--- src/rtl/alu_pkg.sv ---
// Shared encodings for the ALU command sequencer: ALU selects, command opcodes, FSM states.
package alu_pkg;

    localparam logic [3:0] ALU_TRANSFER = 4'b0000;
    localparam logic [3:0] ALU_ADD      = 4'b0001;
    localparam logic [3:0] ALU_SUBM1    = 4'b0010;
    localparam logic [3:0] ALU_SHR      = 4'b1000;
    localparam logic [3:0] ALU_SHL      = 4'b1100;

    localparam logic [2:0] OP_ADD64 = 3'b000;
    localparam logic [2:0] OP_SUB64 = 3'b001;
    localparam logic [2:0] OP_SHL   = 3'b010;
    localparam logic [2:0] OP_SHRL  = 3'b011;
    localparam logic [2:0] OP_SHRA  = 3'b100;

    typedef enum logic [2:0] {
        ST_IDLE,
        ST_LO,
        ST_HI,
        ST_SHIFT,
        ST_DONE
    } state_e;

    function automatic logic is_shift(input logic [2:0] op);
        return (op == OP_SHL) || (op == OP_SHRL) || (op == OP_SHRA);
    endfunction

endpackage

--- src/rtl/alu_seq_shift_cnt.sv ---
// Remaining-shift down-counter: loaded with the distance on accept, flags the final pass.
module alu_seq_shift_cnt #(
    parameter int SHAMT_W = 5
) (
    input  logic               clk,
    input  logic               rst_n,
    input  logic               load_i,
    input  logic               dec_i,
    input  logic [SHAMT_W-1:0] amt_i,
    output logic               last_o
);

    logic [SHAMT_W-1:0] cnt_q;

    always_ff @(posedge clk or negedge rst_n) begin
        if (!rst_n) begin
            cnt_q <= '0;
        end else if (load_i) begin
            cnt_q <= amt_i;
        end else if (dec_i && (cnt_q != '0)) begin
            cnt_q <= cnt_q - SHAMT_W'(1);
        end
    end

    assign last_o = (cnt_q == SHAMT_W'(1));

endmodule

--- src/rtl/alu_seq_ctrl.sv ---
// Sequences 64-bit add/sub and multi-bit shifts as single-cycle passes through a 32-bit ALU.
// One command in flight; the response is held until rsp_ready.
module alu_seq_ctrl
    import alu_pkg::*;
#(
    parameter int DATA_W  = 32,
    parameter int SHAMT_W = 5
) (
    input  logic                clk,
    input  logic                rst_n,
    input  logic                cmd_valid,
    output logic                cmd_ready,
    input  logic [2:0]          cmd_op,
    input  logic [2*DATA_W-1:0] cmd_a,
    input  logic [2*DATA_W-1:0] cmd_b,
    input  logic [SHAMT_W-1:0]  cmd_amt,
    output logic                rsp_valid,
    input  logic                rsp_ready,
    output logic [2*DATA_W-1:0] rsp_data,
    output logic                rsp_cout,
    output logic [DATA_W-1:0]   alu_a,
    output logic [DATA_W-1:0]   alu_b,
    output logic [3:0]          alu_s,
    output logic                alu_cin,
    output logic                alu_dl,
    output logic                alu_dr,
    input  logic [DATA_W-1:0]   alu_f,
    input  logic                alu_cout
);

    state_e              state_q;
    logic [2:0]          op_q;
    logic [2*DATA_W-1:0] a_q;
    logic [2*DATA_W-1:0] b_q;
    logic [2*DATA_W-1:0] res_q;
    logic                cout_q;
    logic                cmd_ready_q;
    logic                rsp_valid_q;
    logic                cmd_fire;
    logic                cnt_last;

    assign cmd_fire = cmd_valid && cmd_ready_q;

    alu_seq_shift_cnt #(.SHAMT_W(SHAMT_W)) u_shift_cnt (
        .clk    (clk),
        .rst_n  (rst_n),
        .load_i (cmd_fire),
        .dec_i  (state_q == ST_SHIFT),
        .amt_i  (cmd_amt),
        .last_o (cnt_last)
    );

    // res_q doubles as the shift working register and cout_q as the inter-word carry.
    always_ff @(posedge clk or negedge rst_n) begin
        if (!rst_n) begin
            state_q     <= ST_IDLE;
            op_q        <= '0;
            a_q         <= '0;
            b_q         <= '0;
            res_q       <= '0;
            cout_q      <= 1'b0;
            cmd_ready_q <= 1'b1;
            rsp_valid_q <= 1'b0;
        end else begin
            case (state_q)
                ST_IDLE: begin
                    if (cmd_fire) begin
                        op_q        <= cmd_op;
                        a_q         <= cmd_a;
                        b_q         <= cmd_b;
                        cmd_ready_q <= 1'b0;
                        res_q       <= {{DATA_W{1'b0}}, cmd_a[DATA_W-1:0]};
                        cout_q      <= 1'b0;
                        if ((cmd_op == OP_ADD64) || (cmd_op == OP_SUB64)) begin
                            state_q <= ST_LO;
                        end else if (is_shift(cmd_op) && (cmd_amt != '0)) begin
                            state_q <= ST_SHIFT;
                        end else begin
                            state_q     <= ST_DONE;
                            rsp_valid_q <= 1'b1;
                        end
                    end
                end
                ST_LO: begin
                    res_q[DATA_W-1:0] <= alu_f;
                    cout_q            <= alu_cout;
                    state_q           <= ST_HI;
                end
                ST_HI: begin
                    res_q[2*DATA_W-1:DATA_W] <= alu_f;
                    cout_q                   <= alu_cout;
                    state_q                  <= ST_DONE;
                    rsp_valid_q              <= 1'b1;
                end
                ST_SHIFT: begin
                    res_q[DATA_W-1:0] <= alu_f;
                    cout_q <= (op_q == OP_SHL) ? res_q[DATA_W-1] : res_q[0];
                    if (cnt_last) begin
                        state_q     <= ST_DONE;
                        rsp_valid_q <= 1'b1;
                    end
                end
                ST_DONE: begin
                    if (rsp_ready) begin
                        state_q     <= ST_IDLE;
                        rsp_valid_q <= 1'b0;
                        cmd_ready_q <= 1'b1;
                    end
                end
                default: begin
                    state_q     <= ST_IDLE;
                    cmd_ready_q <= 1'b1;
                    rsp_valid_q <= 1'b0;
                end
            endcase
        end
    end

    always_comb begin
        alu_a   = '0;
        alu_b   = '0;
        alu_s   = ALU_TRANSFER;
        alu_cin = 1'b0;
        alu_dl  = 1'b0;
        alu_dr  = 1'b0;
        case (state_q)
            ST_LO: begin
                alu_a   = a_q[DATA_W-1:0];
                alu_b   = b_q[DATA_W-1:0];
                alu_s   = (op_q == OP_SUB64) ? ALU_SUBM1 : ALU_ADD;
                alu_cin = (op_q == OP_SUB64);
            end
            ST_HI: begin
                alu_a   = a_q[2*DATA_W-1:DATA_W];
                alu_b   = b_q[2*DATA_W-1:DATA_W];
                alu_s   = (op_q == OP_SUB64) ? ALU_SUBM1 : ALU_ADD;
                alu_cin = cout_q;
            end
            ST_SHIFT: begin
                alu_a = res_q[DATA_W-1:0];
                if (op_q == OP_SHL) begin
                    alu_s = ALU_SHL;
                end else begin
                    alu_s  = ALU_SHR;
                    alu_dr = (op_q == OP_SHRA) ? res_q[DATA_W-1] : 1'b0;
                end
            end
            default: ;
        endcase
    end

    assign cmd_ready = cmd_ready_q;
    assign rsp_valid = rsp_valid_q;
    assign rsp_data  = res_q;
    assign rsp_cout  = cout_q;

endmodule

--- config.mk ---
export PLATFORM = sky130hd
export DESIGN_NAME = alu_seq_ctrl
export DESIGN_NICKNAME = d
export VERILOG_FILES = /design/src/rtl/alu_pkg.sv /design/src/rtl/alu_seq_shift_cnt.sv /design/src/rtl/alu_seq_ctrl.sv
export SDC_FILE = /design/constraint.sdc
export NUM_CORES = 1
export LEC_CHECK = 0
export BUFFER_PORTS_ARGS = -buffer_cell sky130_fd_sc_hd__clkbuf_2
export CAP_MARGIN = 40
export CORE_ASPECT_RATIO = 0.6
export CORE_UTILIZATION = 35
export DETAILED_ROUTE_END_ITERATION = 10
export GPL_TIMING_DRIVEN = 0
export PLACE_DENSITY = 0.61
export RECOVER_POWER = 25
export SKIP_CTS_REPAIR_TIMING = 1
export SYNTH_ARGS = -nofsm -noshare
export SYNTH_HDL_FRONTEND = slang
export SYNTH_HIERARCHICAL = 1
export SYNTH_SLANG_ARGS = --single-unit
--- constraint.sdc ---
create_clock -name clk -period 2.06 [get_ports clk]
set_clock_uncertainty 0.1 [all_clocks]
set_input_delay 0.618 -clock clk [delete_from_list [all_inputs] [get_ports clk]]
set_output_delay 0.618 -clock clk [all_outputs]
set_load 0.05 [all_outputs]
# Word level (Yosys, flattened, before mapping)
# Index checks and enable logic that the tools add are counted.
word_totals:
  inputBits: 173
  elab_cells: 85
  reg_bits: 206
  out_inout_bits: 138
op_classes:
  muxes: 31
  addsub: 1
  bitwise: 2
  reduce_logical: 24
  n_eq_ne: 17
op_table:
  columns: ["cell", "n"]
  rows:
  - ["32-bit case mux with 2 select lines", 3]
  - ["32-bit case mux with 3 select lines", 1]
  - ["64-bit 2-to-1 mux", 1]
  - ["3-bit 2-to-1 mux", 6]
  - ["3-bit by 2-bit == test with 1-bit output, second input constant", 5]
  - ["3-bit case mux with 5 select lines", 1]
  - ["1-bit 2-to-1 mux", 11]
  - ["5-bit 2-to-1 mux", 2]
  - ["2-bit != test, second input constant", 5]
  - ["5-bit nonzero test", 2]
  - ["3-bit by 1-bit == test with 1-bit output, second input constant", 3]
  - ["3-bit == test, second input constant", 3]
  - ["4-bit case mux with 2 select lines", 1]
  - ["2-bit AND reduction", 4]
  - ["3-bit zero test", 2]
  - ["1-bit case mux with 3 select lines", 2]
  - ["3-bit AND reduction", 2]
  - ["6-bit AND reduction", 1]
  - ["2-bit nonzero test", 3]
  - ["5-bit by 1-bit == test with 1-bit output, second input constant", 1]
  - ["1-bit case mux with 5 select lines", 1]
  - ["5-bit by 1-bit subtractor with 5-bit output, second input constant", 1]
  - ["2-bit OR reduction", 2]
  - ["1-bit logical AND", 3]
  - ["6 further kinds", 9]

# Depth between registers and ports, before layout
logic_depth:
  word_depth: 8
  mapped_depth: 8

# Modules after synthesis
# The synthesis kept the hierarchy.
by_module_without_submodules:
  columns: ["module", "cells_each", "area_per_inst_um2", "seq_area_each_um2", "n_inst"]
  rows:
  - ["alu_seq_ctrl", 775, 9516.6, 5031.1, 1]
  - ["alu_seq_shift_cnt", 35, 334.1, 125.1, 1]

# Worst setup path before layout
# OpenSTA, ideal clock, no wires.
synth_timing:
  path_kind: "reg-to-output"
  start: "reg state_q[2]"
  end: "out alu_dr"
  required_ns: 1.342
  setup_slack_ns: -1.103
  path_stages_with_launch: 6
  t_arrival_ns: 2.445
  cell_sequence: "dfrtp_1 buf_2 nor2b_1 clkbuf_1 nand2_1 nor4_1"
synth_between:
  elab_chain_len: 2
synth_lines:
  columns: ["element", "line", "source"]
  rows:
  - ["start, declared", "alu_seq_ctrl.sv:31", "state_e state_q;"]
  - ["start signal, assigned", "alu_seq_ctrl.sv:56", "state_q <= ST_IDLE;"]
  - ["start signal, assigned", "alu_seq_ctrl.sv:75", "state_q <= ST_LO;"]
  - ["start signal, assigned", "alu_seq_ctrl.sv:77", "state_q <= ST_SHIFT;"]
  - ["3-bit by 2-bit == test with 1-bit output", "alu_seq_ctrl.sv:126", "case (state_q)"]
  - ["1-bit 2-to-1 mux", "alu_seq_ctrl.sv:126", null]
  - ["end, declared", "alu_seq_ctrl.sv:26", "output logic alu_dr,"]
# Every way passes these cells.

# Worst setup path in the final report
layout_timing:
  start: "reg state_q[0]"
  end: "out alu_a[25]"
layout_between:
  elab_chain_len: 2
  word_cells_on_any_way: 4
layout_lines:
  columns: ["element", "line", "source"]
  rows:
  - ["3-bit by 2-bit == test with 1-bit output or 3-bit by 1-bit == test with 1-bit output (tied branches)", "alu_seq_ctrl.sv:126", null]
  - ["32-bit case mux with 3 select lines (*)", "alu_seq_ctrl.sv:126", null]
  - ["end, declared", "alu_seq_ctrl.sv:21", "output logic [DATA_W-1:0] alu_a,"]
# Every way passes the cells marked *; elsewhere a longest branch is shown, timed or not.

==> summary.txt <==
Status
  – Status: complete, but fails checks
  – Failing checks: setup timing

Placed design
  – DP HPWL: 24200 um
  – Post-placement cell count: 1489
  – Gp weighted congestion: 0.826
  – Total placed instance area: 12500 um2
  – Port bufs: 309
  – Setup WS pre-CTS: -0.795 ns

Cells and area
  – Proportion of layout cells with a drive suffix above 1: 61.5%
  – Nets: 1376
  – Final Instance Area: 15000 um2
  – P&R area growth vs syn: 52.2%
  – Multi-input gate area: 5080 um2
  – Finished Core Util: 54.2%
  – Fill count: 2404
  – Sequential cell area: 5160 um2
  – Layout Cells excl Fill: 1585

Timing
  – Setup TNS Final: -49.31 ns
  – Minimum clock period: 2.81 ns
  – Slew Viols, Final: 0
  – Worst slew pin tran: 1.22 ns
  – Max Clk Rate: 356 MHz
  – Unrepaired setup endpoints after global routing: yes
  – PnR worst setup slack: -0.749 ns
  – Final setup violation count: 206
  – Fin. Hold Viols: 0
  – Final period utilization: 136%
  – Slew margin rel.: 18.8%

Floorplanning
  – Die ar.: 28800 um2
  – Die W: 219 um
  – Height of the die: 132 um
  – I/O pin count: 311
  – Core area: 27600 um2
  – Initial Utilization: 35.6%
  – FP Rows: 47

Setup path
  – Slowest cell on the critical path: dfrtp_2
  – CP required: 1.34 ns
  – Worst Path Arrival: 2.09 ns
  – Worst path bufs/invs: 3
  – CP max FO: 6
  – Critical path type: register to output port
  – Crit. End Element: output port
  – CP Launch Type: register
  – Critical path's top delay family: buffers and inverters
  – Slowest stage delay, CP: 0.43 ns
  – CP Cell Sequence: buf_12, clkbuf_16, mux2_2, a22oi_2, nor2_4, buf_2

Logic synthesis
  – Largest family of logic cells by synthesized area: multiplexers
  – Ys Warns: 6
  – Async SR Flop Fraction: 100%
  – Mux share of post-synthesis cell area: 23.0%
  – Post-synthesis xor/xnor area fraction: 0%
  – Synth Register Bits: 206
  – Cell count after synthesis: 810
  – Ys flop type: dfrtp_1
  – Synth unique cells: 48
  – Adder-cell share of the synthesized area: 0.254%
  – Post-synthesis compound-gate area fraction: 11.3%
  – Simple-gate share of the synthesized area: 8.87%
  – Avg Cell Area, Syn: 12.2 um2
  – Syn_nets: 985
  – Mapped Area: 9850 um2
  – Register area share after synthesis: 52.3%
  – Post-synth EDFFs: 0

Detailed routing
  – Drt drc: 0
  – Via density: 5.12
  – DR vias: 8109
  – DR iter-0 viols: 524
  – Metal1 wirelength: 17400 um
  – TritonRoute pass-1 iters: 5
  – Met3 routed WL: 2670 um
  – Met2 routed WL: 15500 um
  – Post-Route WL: 36000 um
  – Max layer used: met4
  – WL/cell: 22.7 um
  – Post-route ant nets: 0

Power and ir drop
  – Worst vdd ir: 912 uV
  – Power Dens Cells: 1880 nW/um2
  – LEAKAGE: 7.16 nW

Clock network
  – Cts bufs inserted: 22
  – CTS Sinks: 206
  – CTS clk-pin slew, worst paths: 0.07 ns
  – CTS Buffer Depth: 3
  – CTS tree: done
  – Root buffer cell: clkbuf_16
  – Clock Latency Late Sink: 0.51 ns
  – H-tree depth: 1

Hold path
  – HP Class: primary input to register

GRT
  – Largest net degree at the start of global routing: 100
  – Initial antenna violation count: 3
  – Number of global-route vias before repair: 8111
  – First-pass GRT wire length: 50400 um
  – Remaining Overflow, GRT: 0
  – Gr usage total: 23.2%

Flow run
  – Max-cap check violation count: 0
==> flip-flops by register name, summed over array words and instances (netlist names) <==
signal / flops
a_q: 64
b_q: 64
rsp_data: 64
u_shift_cnt/cnt_q: 5
op_q: 3
state_q: 3
cmd_ready: 1
rsp_cout: 1
rsp_valid: 1
==> metal layers <==
layer / track usage, % / up-vias
li1: - / 3670
met1: 34.5 / 4136
met2: 33.8 / 274
met3: 6.57 / 29
met4: 3.38 / 0
met5: 0 / -
==> synthesized netlist by cell type, types with 10 or more instances <==
master / count / area, um2
buf_2: 22 / 110
buf_6: 14 / 158
nand2_1: 140 / 526
a22oi_1: 65 / 488
o21ai_0: 34 / 170
clkbuf_1: 22 / 82.6
mux2_2: 47 / 529
nor2_1: 40 / 150
mux2_4: 110 / 1650
a22o_1: 33 / 289
inv_1: 10 / 37.5
dfrtp_1: 205 / 5130
==> where the power goes <==
| part | internal, mW | total [mW] | switching (mW) |
|---|---|---|---|
| clock | 2.46 | 4.19 | 1.73 |
| sequential | 6.04 | 7.55 | 1.52 |
| combinational | 7.15 | 16.4 | 9.26 |
==> layout by cell type (no fill, tap or decap), drive strengths merged, types with 2 or more instances in the layout <==
master  count
diode       2
or3         2
nor4        3
ha          2
dfrtp     205
a22o       33
nor2       41
clkinv      7
a31oi       2
or4b        2
a21oi       9
nor3b       4
bufinv      2
inv        10
nand2     140
o21ai      35
o221ai      2
buf       129
nor3        2
nor2b       6
mux2i       2
clkbuf    328
nand2b      2
a211oi      2
and3        2
a22oi      65
mux2      163
==> metrics by stage <==
stage               hold WS, ns  power (mW)
CTS                      -0.165        25.3
global route              0.198        29.4
finish                    0.227        28.1
floorplan                 0.222        17.6
detailed placement        0.384        21.0
global placement          0.374        20.8
==> worst register-to-register path, delay by kind of cell, from the launching register on <==
kind          cells  cell delay, ns
simple gates      2            0.36
mux               1            0.30
flops             1            0.45
buf+inv           5            0.79
==> path summary, 6_finish.rpt <==
check                           start        end  slack, ns  cells past startpoint
min in group asynchronous       rst_n     b_q[7]       0.78                      2
max in group asynchronous       rst_n    a_q[14]      -0.04                      3
setup reg to reg           state_q[0]    b_q[63]      -0.06                      8
hold / removal              cmd_b[33]    b_q[33]       0.23                      2
setup / recovery           state_q[0]  alu_a[25]      -0.75                      6
hold reg to reg             cmd_ready  cmd_ready       0.40                      2
==> layout make-up <==
type / instances / area share [%]
antenna: 2 / 0.0334
buffer: 61 / 5.43
clock buffer: 30 / 4.35
clock inverter: 9 / 0.634
inverter: 11 / 0.317
multi-input combinational: 532 / 33.9
sequential: 206 / 34.4
tap: 367 / 3.06
timing repair buffer: 367 / 17.8
==> logic make-up (layout without fill, tap and decap cells) <==
family | Yosys count | in the layout
compound gates | 156 | 156
simple gates | 208 | 208
buf+inv | 72 | 478
other cells | 1 | 3
mux | 165 | 165
fa+ha+maj | 2 | 2
flops | 206 | 206
(Power assumes the default switching activity.)
